--- config.mk ---
export PLATFORM = sky130hd
export DESIGN_NAME = ptw_initiator
export DESIGN_NICKNAME = d
export VERILOG_FILES = /design/src/rtl/ptw_initiator.sv
export SDC_FILE = /design/constraint.sdc
export NUM_CORES = 1
export LEC_CHECK = 0
export BUFFER_PORTS_ARGS = -buffer_cell sky130_fd_sc_hd__buf_4
export CORE_MARGIN = 3
export CORE_UTILIZATION = 50
export DETAILED_ROUTE_END_ITERATION = 6
export HOLD_SLACK_MARGIN = 0.02
export PLACE_DENSITY = 0.79
export SETUP_SLACK_MARGIN = 0.3
export SYNTH_ARGS = -nofsm -noshare
export SYNTH_HDL_FRONTEND = slang
export SYNTH_SLANG_ARGS = --single-unit
--- constraint.sdc ---
create_clock -name clk -period 2.4 [get_ports clk]
set_clock_uncertainty 0.1 [all_clocks]
set_input_delay 0.24 -clock clk [delete_from_list [all_inputs] [get_ports clk]]
set_output_delay 0.24 -clock clk [all_outputs]
set_load 0.05 [all_outputs]
--- src/rtl/ptw_initiator.sv ---
// Two-level page-table walker: takes a VA from the TLB miss path, reads up to
// two PTEs through a valid/ready memory read port, and returns PA/perm/fault.
// Latency: 4 cycles (superpage) / 6 cycles (4 KB page) from accept with zero-wait memory.
// Backpressure: any handshake that is not ready stalls the FSM with all outputs held.
//
// Ports:
//   clk, rst_n                    clock, async active-low reset
//   walk_req_*  / walk_vaddr_i    walk request from TLB (valid/ready)
//   walk_resp_* / walk_*_o        walk result to TLB (valid/ready)
//   mem_req_*   / mem_addr_o      PTE read request to memory (valid/ready)
//   mem_resp_*  / mem_data_i      PTE read data from memory (valid/ready)
module ptw_initiator #(
  parameter logic [31:0] ROOT_BASE = 32'h0000_0400
) (
  input  logic        clk,
  input  logic        rst_n,
  input  logic        walk_req_valid_i,
  output logic        walk_req_ready_o,
  input  logic [31:0] walk_vaddr_i,
  output logic        walk_resp_valid_o,
  input  logic        walk_resp_ready_i,
  output logic [31:0] walk_paddr_o,
  output logic [3:0]  walk_perm_o,
  output logic        walk_super_o,
  output logic        walk_fault_o,
  output logic        mem_req_valid_o,
  input  logic        mem_req_ready_i,
  output logic [31:0] mem_addr_o,
  input  logic        mem_resp_valid_i,
  output logic        mem_resp_ready_o,
  input  logic [31:0] mem_data_i
);

  typedef enum logic [2:0] {
    S_IDLE,
    S_L1_REQ,
    S_L1_WAIT,
    S_L0_REQ,
    S_L0_WAIT,
    S_DONE
  } state_t;

  state_t      state_q;
  logic [31:0] vaddr_q;
  logic [31:0] mem_addr_q;
  logic        mem_req_valid_q;
  logic        mem_resp_ready_q;
  logic        walk_req_ready_q;
  logic        walk_resp_valid_q;
  logic [31:0] paddr_q;
  logic [3:0]  perm_q;
  logic        super_q;
  logic        fault_q;

  // PTE decode of the word currently presented by memory
  logic pte_v;
  logic pte_leaf;
  logic pte_misalign;
  assign pte_v        = mem_data_i[0];
  assign pte_leaf     = pte_v && (|mem_data_i[3:1]);
  assign pte_misalign = |mem_data_i[21:12];

  // PTE addresses: table base + VPN*4, plain 32-bit wrap-around add
  logic [31:0] l1_addr_d;
  logic [31:0] l0_addr_d;
  assign l1_addr_d = ROOT_BASE + {20'b0, walk_vaddr_i[31:22], 2'b00};
  assign l0_addr_d = {mem_data_i[31:10], 10'b0} + {20'b0, vaddr_q[21:12], 2'b00};

  // PTE bits [9:4] are reserved/software bits and carry no meaning here
  logic unused_pte_bits;
  assign unused_pte_bits = ^mem_data_i[9:4];

  always_ff @(posedge clk or negedge rst_n) begin
    if (!rst_n) begin
      state_q           <= S_IDLE;
      vaddr_q           <= '0;
      mem_addr_q        <= '0;
      mem_req_valid_q   <= 1'b0;
      mem_resp_ready_q  <= 1'b0;
      walk_req_ready_q  <= 1'b1;
      walk_resp_valid_q <= 1'b0;
      paddr_q           <= '0;
      perm_q            <= '0;
      super_q           <= 1'b0;
      fault_q           <= 1'b0;
    end else begin
      case (state_q)
        S_IDLE: begin
          if (walk_req_valid_i) begin
            vaddr_q          <= walk_vaddr_i;
            walk_req_ready_q <= 1'b0;
            mem_addr_q       <= l1_addr_d;
            mem_req_valid_q  <= 1'b1;
            state_q          <= S_L1_REQ;
          end
        end

        S_L1_REQ: begin
          if (mem_req_ready_i) begin
            mem_req_valid_q  <= 1'b0;
            mem_resp_ready_q <= 1'b1;
            state_q          <= S_L1_WAIT;
          end
        end

        S_L1_WAIT: begin
          if (mem_resp_valid_i) begin
            mem_resp_ready_q <= 1'b0;
            if (!pte_v) begin
              fault_q           <= 1'b1;
              perm_q            <= '0;
              super_q           <= 1'b0;
              paddr_q           <= '0;
              walk_resp_valid_q <= 1'b1;
              state_q           <= S_DONE;
            end else if (pte_leaf) begin
              // A level-1 leaf maps 4 MB; its low PPN bits must be zero
              fault_q           <= pte_misalign;
              perm_q            <= mem_data_i[3:0];
              super_q           <= 1'b1;
              paddr_q           <= pte_misalign ? 32'h0 : {mem_data_i[31:22], vaddr_q[21:0]};
              walk_resp_valid_q <= 1'b1;
              state_q           <= S_DONE;
            end else begin
              mem_addr_q      <= l0_addr_d;
              mem_req_valid_q <= 1'b1;
              state_q         <= S_L0_REQ;
            end
          end
        end

        S_L0_REQ: begin
          if (mem_req_ready_i) begin
            mem_req_valid_q  <= 1'b0;
            mem_resp_ready_q <= 1'b1;
            state_q          <= S_L0_WAIT;
          end
        end

        S_L0_WAIT: begin
          if (mem_resp_valid_i) begin
            mem_resp_ready_q  <= 1'b0;
            walk_resp_valid_q <= 1'b1;
            super_q           <= 1'b0;
            state_q           <= S_DONE;
            if (pte_leaf) begin
              fault_q <= 1'b0;
              perm_q  <= mem_data_i[3:0];
              paddr_q <= {mem_data_i[31:12], vaddr_q[11:0]};
            end else begin
              // Invalid entry, or a pointer where only leaves are legal
              fault_q <= 1'b1;
              perm_q  <= pte_v ? mem_data_i[3:0] : 4'h0;
              paddr_q <= '0;
            end
          end
        end

        S_DONE: begin
          // Ready for a new walk only from the following cycle
          if (walk_resp_ready_i) begin
            walk_resp_valid_q <= 1'b0;
            walk_req_ready_q  <= 1'b1;
            state_q           <= S_IDLE;
          end
        end

        default: begin
          state_q           <= S_IDLE;
          mem_req_valid_q   <= 1'b0;
          mem_resp_ready_q  <= 1'b0;
          walk_resp_valid_q <= 1'b0;
          walk_req_ready_q  <= 1'b1;
        end
      endcase
    end
  end

  assign walk_req_ready_o  = walk_req_ready_q;
  assign walk_resp_valid_o = walk_resp_valid_q;
  assign walk_paddr_o      = paddr_q;
  assign walk_perm_o       = perm_q;
  assign walk_super_o      = super_q;
  assign walk_fault_o      = fault_q;
  assign mem_req_valid_o   = mem_req_valid_q;
  assign mem_addr_o        = mem_addr_q;
  assign mem_resp_ready_o  = mem_resp_ready_q;

endmodule

* Yosys cells after proc, flatten, opt, wreduce, memory -nomap -nowiden
Index checks and enable logic that the tools add are counted.
** Cells by class
- $add $sub $neg :: 2
- Equality and inequality tests :: 16
- Mux-type cells :: 55
- Bitwise gates (word level) :: 4
- Reduce and logical (&&, ||, !) cells :: 20
** Operator list (number)
- 32-bit 2-to-1 mux :: 10
- 32-bit case mux with 2 select lines :: 2
- 32-bit by 12-bit adder with 32-bit output :: 1
- 3-bit 2-to-1 mux :: 8
- 4-bit 2-to-1 mux :: 6
- 1-bit 2-to-1 mux :: 21
- 3-bit case mux with 6 select lines :: 1
- 2-bit != test, second input constant :: 8
- 11-bit by 12-bit adder with 13-bit output, first input constant :: 1
- 6-bit AND reduction :: 2
- 5-bit AND reduction :: 2
- 10-bit OR reduction :: 1
- 1-bit case mux with 4 select lines :: 2
- 4-bit case mux with 2 select lines :: 1
- 2-bit OR reduction :: 4
- 3-bit by 2-bit equality test with 1-bit output, second input constant :: 2
- 3-bit equality test, second input constant :: 2
- 1-bit case mux with 3 select lines :: 2
- 3-bit AND reduction :: 2
- 3-bit OR reduction :: 2
- 2-bit by 1-bit != test with 1-bit output, second input constant :: 2
- 1-bit NOT :: 4
- 1-bit case mux with 2 select lines :: 2
- 4-bit AND reduction :: 1
- 7 further kinds :: 8
** Word-level totals
- Register bits after elaboration :: 99
- Input bits :: 70
- Output and inout port bits :: 74
- Word-level logic and storage cells :: 108

* Depth between registers and ports, before layout
Gate-level depths: netlist of run 1.
- Depth in word-level cells :: 6
- Depth in mapped cells :: 8
- Gate-level depth less buffers :: 8

* Least setup slack after synthesis of run 1
OpenSTA, ideal clock, no wires.
- Path kind :: register -> register
- Start :: reg vaddr_q[20]
- End :: reg mem_addr_q[26] (netlist: mem_addr_o[26])
- Library setup time :: 0.083 ns
- Arrival :: 2.052 ns
- Required time :: 2.217 ns
- Setup slack :: 0.165 ns
- Cell stages (with the launch flop) :: 9
- Buffers on the path :: 0
- Clock period less this slack :: 2.235 ns
- Cell sequence :: dfrtp_1 ha_1 inv_1 fa_1 nand4b_1 nor4_1 nand4_1 xor2_1 o21ai_0
** Between the ends
- Word-level cells in the longest chain between the ends :: 5
** Ends and longest elaborated chain
- start: declaration :: RTL line 44 : logic [31:0] vaddr_q;
- start signal: assignment :: RTL line 90 : vaddr_q <= walk_vaddr_i;
- 32-bit by 12-bit adder with 32-bit output :: RTL line 67 : assign l0_addr_d = {mem_data_i[31:10], 10'b0} + {20'b0, vaddr_q[21:12], 2'b00};
- 32-bit 2-to-1 mux :: RTL line 116 : end else if (pte_leaf) begin
- 32-bit 2-to-1 mux :: RTL line 109 : if (!pte_v) begin
- 32-bit 2-to-1 mux :: RTL line 107 : if (mem_resp_valid_i) begin
- 32-bit case mux with 2 select lines :: RTL line 87 : case (state_q)
- end signal: assignment :: RTL line 92 : mem_addr_q <= l1_addr_d;
- end signal: assignment :: RTL line 125 : mem_addr_q <= l0_addr_d;
- end: declaration :: RTL line 45 : logic [31:0] mem_addr_q;
No other way between the ends. The select of a mux whose other input is x is not followed.
A chain may end at the register's enable or synchronous reset.

* Final worst setup path of run 1
- Start :: reg vaddr_q[20]
- End :: reg mem_addr_q[22] (netlist: mem_addr_o[22])
The elaborated chain is that of the path after synthesis.

==> impl_metrics.json, run 1 <==
{
  "synth_edf_count": 0,
  "n_antenna_cell": 0,
  "p_int_mw": 3.62,
  "drt_iter0_markers": 176,
  "fin_cells": 738,
  "place_congestion": 0.838,
  "cts_sinks": 97,
  "dp_cells": 694,
  "fmax_mhz": 471,
  "nFillCells": 658,
  "switching_share_pct": 44.6,
  "via_per_inst": 5.40,
  "cts_root_buf": "clkbuf_8",
  "required_ps": 2560,
  "slew_headroom_pct": 59.9,
  "grt-ovfl-total": 0,
  "grt_usage_pct": 24.2,
  "rsz0062_at_grt": "yes",
  "dieWidth_um": 100,
  "max_cap_viol_count": 0,
  "p_clk_share_pct": 16.7,
  "core_area_mm2": 0.00842,
  "hold_depth": 2,
  "yosysSeqAreaShare_pct": 54.7,
  "routed_wl_um": 12100,
  "cp-end-kind": "flop",
  "synthDistinctLibCells": 44,
  "grt_max_degree": 53,
  "synth_top_area_share_pct": 54.1,
  "cellLeakagePower_nw": 2.98,
  "vdd_drop_max_uv": 599,
  "yosysWarnings": 0,
  "dp.final_hpwl_um": 8350,
  "areaGrowthSynthToFinish_pct": 37.8,
  "synthArstFlopShare_pct": 100,
  "clockBufferDepth": 2,
  "hold_violations": 0,
  "final_max_slew_viol_count": 0,
  "die_area_mm2": 0.0101,
  "timing.final.crit_share_pct": 88.5,
  "grt_antenna_before_repair": 0,
  "setup_viol": 0,
  "synth_area_leader_cell": "dfrtp_1",
  "tightestPinTransition_ps": 596,
  "numCtsBuffers": 9,
  "grt_pass1_wl_um": 19500,
  "worstSetupPathType": "flop to flop",
  "power_frac_seq_pct": 38.0,
  "synth_area_mm2": 0.00444,
  "grt_pass1_vias": 3997,
  "drc": 0,
  "ys.flop_type": "dfrtp_1",
  "cp.arrival_ps": 2290,
  "drt_pass1_iterations": 5,
  "avgSynthCellArea_um2": 9.51,
  "rr_worst_depth": 9,
  "synth-seq-cells": 97,
  "synth.top_cells.by_area": "dfrtp_1, nand2_1, a22o_1, o21ai_0, xor2_1",
  "clk_pin_slew_ps": 100,
  "p_switching_mw": 2.91,
  "clock_latency_ps": 350,
  "num_rows": 33,
  "fin_nets": 702,
  "synth.most_common_cell": "nand2_1",
  "crit_fanout": 3,
  "status": "complete, no violations",
  "drive_gt1_share_pct": 29.9,
  "dieHeight_um": 100,
  "ioPinCount": 144,
  "portBuffers": 135,
  "ant_nets": 0,
  "powerDensity_mw_per_mm2": 1070,
  "fin_crit_ps": 2120,
  "htreeDepth": 3,
  "post-route-util_pct": 72.7,
  "fin_tns_setup_ps": 0,
  "avgRoutedWirePerCell_um": 16.5,
  "startpoint_type": "flop",
  "p_comb_share_pct": 45.4,
  "initial_utilization_pct": 52.7,
  "vias": 3988,
  "synth_commonest_cells": "nand2_1, dfrtp_1, nor2_1, o21ai_0, a22o_1",
  "syn_inst": 467,
  "hold_path.class": "input port to flop",
  "tritoncts": "yes"
}
## critical path, cell delays in order (launching register included)
cell and delay [ps]:
dfrtp_1 370, ha_2 190, inv_2 40, fa_2 340, nand4b_1 270, buf_4 210, nor2_4 110, nand3_2 80
xor2_1 150, o31ai_1 190
## logic make-up (layout without fill, tap and decap cells)
| family | Yosys count | in the layout | share of synthesized area (%) |
|---|---|---|---|
| AOI/OAI and AO/OA | 104 | 104 | 15.3 |
| DFF | 97 | 97 | 54.7 |
| adders and majority gates | 4 | 4 | 1.30 |
| other | 1 | 2 | 0.0844 |
| and+or+nand+nor | 202 | 202 | 20.6 |
| buffers and inverters | 38 | 203 | 3.91 |
| xor gates and xnor gates | 21 | 21 | 4.14 |
## cell type report
class	count	area, um2	share of cell area (%)
clock buffer	11	141	2.31
clock inverter	5	62.6	1.02
inverter	8	30.0	0.490
multi-input combinational	333	1900	31.1
sequential	97	2430	39.7
tap	105	131	2.15
timing repair buffer	179	1430	23.3
## through the flow
| stage | power (mW) | cell area, um2 | worst slack [ps] | hold WS [ps] |
|---|---|---|---|---|
| 6_report | 6.53 | 6120 | 277 | 30.4 |
| 3_5_place_dp | 5.37 | 5620 | 102 | 178 |
| 4_1_cts | 6.53 | 6100 | 244 | 21.8 |
| 5_1_grt | 6.89 | 6120 | 202 | 23.1 |
| 2_1_floorplan | 4.37 | 4450 | 372 | -156 |
| 3_3_place_gp | 5.30 | 5620 | 158 | 164 |
## metal layers
layer,track usage (%),routed length [um]
met5,0,0
met4,6.94,191
met3,3.68,709
met2,38.4,5830
met1,34.9,5410
## sequential cells by signal, indices dropped and copies added, names as in the netlist
register           flops
walk_resp_valid_o      1
state_q                3
mem_addr_o            30
walk_super_o           1
vaddr_q               22
walk_paddr_o          32
mem_req_valid_o        1
walk_fault_o           1
mem_resp_ready_o       1
walk_req_ready_o       1
walk_perm_o            4
## path summary, 6_finish.rpt
kind | end | slack [ps] | startpoint
setup / recovery | mem_addr_o[22] | 280 | vaddr_q[20]
min in group asynchronous | walk_paddr_o[24] | 320 | rst_n
setup reg to reg | mem_addr_o[22] | 280 | vaddr_q[20]
hold / removal | walk_paddr_o[26] | 30 | mem_data_i[26]
hold reg to reg | vaddr_q[0] | 390 | vaddr_q[0]
max in group asynchronous | vaddr_q[11] | 1210 | rst_n
## power groups by stage
stage	combinational, mW	sequential, mW	clock, mW
after global placement	2.82	2.48	0
final	2.96	2.48	1.09
after global routing	3.20	2.53	1.17
after CTS	2.96	2.47	1.10
after floorplan	1.02	3.35	0
after detailed placement	2.88	2.49	0
## layout by cell type (no fill, tap or decap), types with 7 or more instances in the layout
cell type,n
a22oi_1,10
a21oi_1,11
a31oi_1,8
xor2_1,14
nand2_1,119
dlygate4sd3_1,23
xnor2_1,7
nand3_1,19
buf_4,154
dfrtp_1,96
a22o_1,22
clkbuf_8,10
o21ai_0,24
nor2_1,29
inv_1,7
o21ai_1,17
## repair_timing
item                                    in CTS  in global routing
setup buffers                                4                  1
hold buffers                                23                  0
gates resized for setup                     10                  4
pin swaps                                    5                  9
endpoints found under the hold margin       64                  0
endpoints found under the setup margin       7                 11
Power figures use the tool's default switching activity.
==> run 2, diff against run 1 <==
--- a/config.mk
+++ b/config.mk
@@ -7,10 +7,10 @@
 export LEC_CHECK = 0
 export BUFFER_PORTS_ARGS = -buffer_cell sky130_fd_sc_hd__buf_4
 export CORE_MARGIN = 3
-export CORE_UTILIZATION = 50
+export CORE_UTILIZATION = 51
 export DETAILED_ROUTE_END_ITERATION = 6
 export HOLD_SLACK_MARGIN = 0.02
-export PLACE_DENSITY = 0.79
+export PLACE_DENSITY = 0.8
 export SETUP_SLACK_MARGIN = 0.3
 export SYNTH_ARGS = -nofsm -noshare
 export SYNTH_HDL_FRONTEND = slang
==> run 2 against run 1 <==
Non-clock buffer count grew 4. Final area rose by 0.63%. Die area down 1.8%. First-iteration DRC count up 43%. Critical path type unchanged.
==> impl_metrics.json, run 2 (synthesis results as in run 1) <==
{
  "worstSetupPathType": "flop to flop",
  "numCtsBuffers": 9,
  "fin_tns_setup_ps": 0,
  "grt-ovfl-total": 0,
  "p_switching_mw": 2.94,
  "clk_pin_slew_ps": 100,
  "avgRoutedWirePerCell_um": 16.6,
  "fin_nets": 706,
  "setup_viol": 0,
  "grt_usage_pct": 25.3,
  "timing.final.crit_share_pct": 88.2,
  "grt_pass1_wl_um": 19700,
  "drc": 0,
  "vias": 4048,
  "crit_fanout": 4,
  "required_ps": 2590,
  "htreeDepth": 3,
  "grt_antenna_before_repair": 0,
  "core_area_mm2": 0.00834,
  "cp.arrival_ps": 2300,
  "drive_gt1_share_pct": 29.8,
  "dp.final_hpwl_um": 8550,
  "portBuffers": 135,
  "clockBufferDepth": 2,
  "ioPinCount": 144,
  "worst_slack_ps": 283,
  "die_area_mm2": 0.00987,
  "crit_slowest_cell": "dfrtp_1",
  "fin_hold_ws_ps": 33.7,
  "final_common_cell": "buf_4",
  "n_antenna_cell": 0,
  "initial_utilization_pct": 53.3,
  "hold_violations": 0,
  "power_frac_seq_pct": 38.1,
  "cellLeakagePower_nw": 2.99,
  "cp-end-kind": "flop",
  "p_int_mw": 3.59,
  "fmax_mhz": 472,
  "drt_pass1_iterations": 5,
  "mostFrequentLayoutCells": "buf_4, nand2_1, dfrtp_1",
  "tritoncts": "yes",
  "routed_wl_um": 12300,
  "slew_headroom_pct": 49.1,
  "max_cap_viol_count": 0,
  "tightestPinTransition_ps": 763,
  "dieHeight_um": 99.3,
  "num_rows": 33,
  "grt_pass1_vias": 3916,
  "powerDensity_mw_per_mm2": 1060,
  "switching_share_pct": 45.0,
  "rsz0062_at_grt": "yes",
  "path_buf_inv": 1,
  "drt_iter0_markers": 251,
  "status": "complete, no violations",
  "cts_sinks": 97,
  "ant_nets": 0,
  "clock_latency_ps": 360,
  "vdd_drop_max_uv": 776,
  "startpoint_type": "flop",
  "place_congestion": 0.834,
  "hold_path.class": "input port to flop",
  "cts_root_buf": "clkbuf_8",
  "grt_max_degree": 59,
  "via_per_inst": 5.46,
  "dieWidth_um": 99.3,
  "p_clk_share_pct": 16.7,
  "r2r_slack_ps": 280,
  "p_comb_share_pct": 45.2,
  "areaGrowthSynthToFinish_pct": 38.7,
  "slowest_delay_ps": 370,
  "cp_top_family": "simple AND/OR/NAND/NOR gates",
  "place_ws_ps": 91.1,
  "fin_crit_ps": 2120,
  "largest_register_ffs": 32,
  "path_cells": "ha_2, inv_2, fa_2, nand4b_1, nor4_4, nand3_1, xor2_1, o21ai_0",
  "final_max_slew_viol_count": 0
}
[run 2: cell count changes in the layout (fill, tap and decap cells not counted), sizes merged]
cell | before | now
buf | 156 | 154
clkinv | 1 | 2
clkbuf | 11 | 9
inv | 9 | 10
dlygate4sd3 | 23 | 29
[run 2: worst paths after layout]
path,start,to,cells after the start
max in group asynchronous,rst_n,state_q[1],3
worst min register to register,vaddr_q[11],vaddr_q[11],2
min in group asynchronous,rst_n,walk_paddr_o[25],2
worst min-delay path,walk_vaddr_i[25],mem_addr_o[5],3
worst max-delay path,vaddr_q[20],mem_addr_o[28],8
worst max register to register,vaddr_q[20],mem_addr_o[28],8
[run 2: cell type report]
cell class | count | area [um2]
sequential | 97 | 2430
fill | 615 | 2180
multi-input combinational | 333 | 1900
timing repair buffer | 183 | 1470
tap | 105 | 131
clock buffer | 9 | 124
clock inverter | 7 | 78.8
inverter | 8 | 30.0
[run 2: power by group through the flow]
stage          clock network, mW  registers, mW  logic [mW]
2_1_floorplan                  0           3.35        1.02
6_report                    1.09           2.49        2.95
4_1_cts                     1.11           2.48        2.94
5_1_grt                     1.17           2.55        3.17
3_5_place_dp                   0           2.51        2.87
3_3_place_gp                   0           2.48        2.82
[run 2: through the flow]
step           power (mW)  util [%]  cell area, um2  cells
4_1_cts              6.53      73.7            6140    741
3_5_place_dp         5.38      67.2            5610    693
5_1_grt              6.89      73.9            6160    742
3_3_place_gp         5.30      67.2            5610    693
6_report             6.53      73.9            6160    742
2_1_floorplan        4.37         -            4450    468
[run 2: worst reg2reg max path: stages, from the launching register on]
cell	delay (ps)
dfrtp_1	370
ha_2	190
inv_2	40
fa_2	330
nand4b_1	260
nor4_4	310
nand3_1	160
xor2_1	160
o21ai_0	130
[run 2: repair_timing]
item | 4_1_cts | 5_1_grt
endpoints found under the hold margin | 83 | 0
buffers inserted | 3 | 1
gates resized for setup | 9 | 3
pin swaps | 4 | 7
endpoints found under the setup margin | 6 | 22
hold buffers | 29 | 0
[run 2: per-layer routing]
layer | GRT usage [%] | vias to the layer above | routed length (um)
met4 | 8.61 | 0 | 235
li1 | - | 1931 | -
met1 | 33.9 | 1956 | 5150
met5 | 0 | - | 0
met2 | 41.4 | 144 | 6020
met3 | 5.05 | 17 | 925
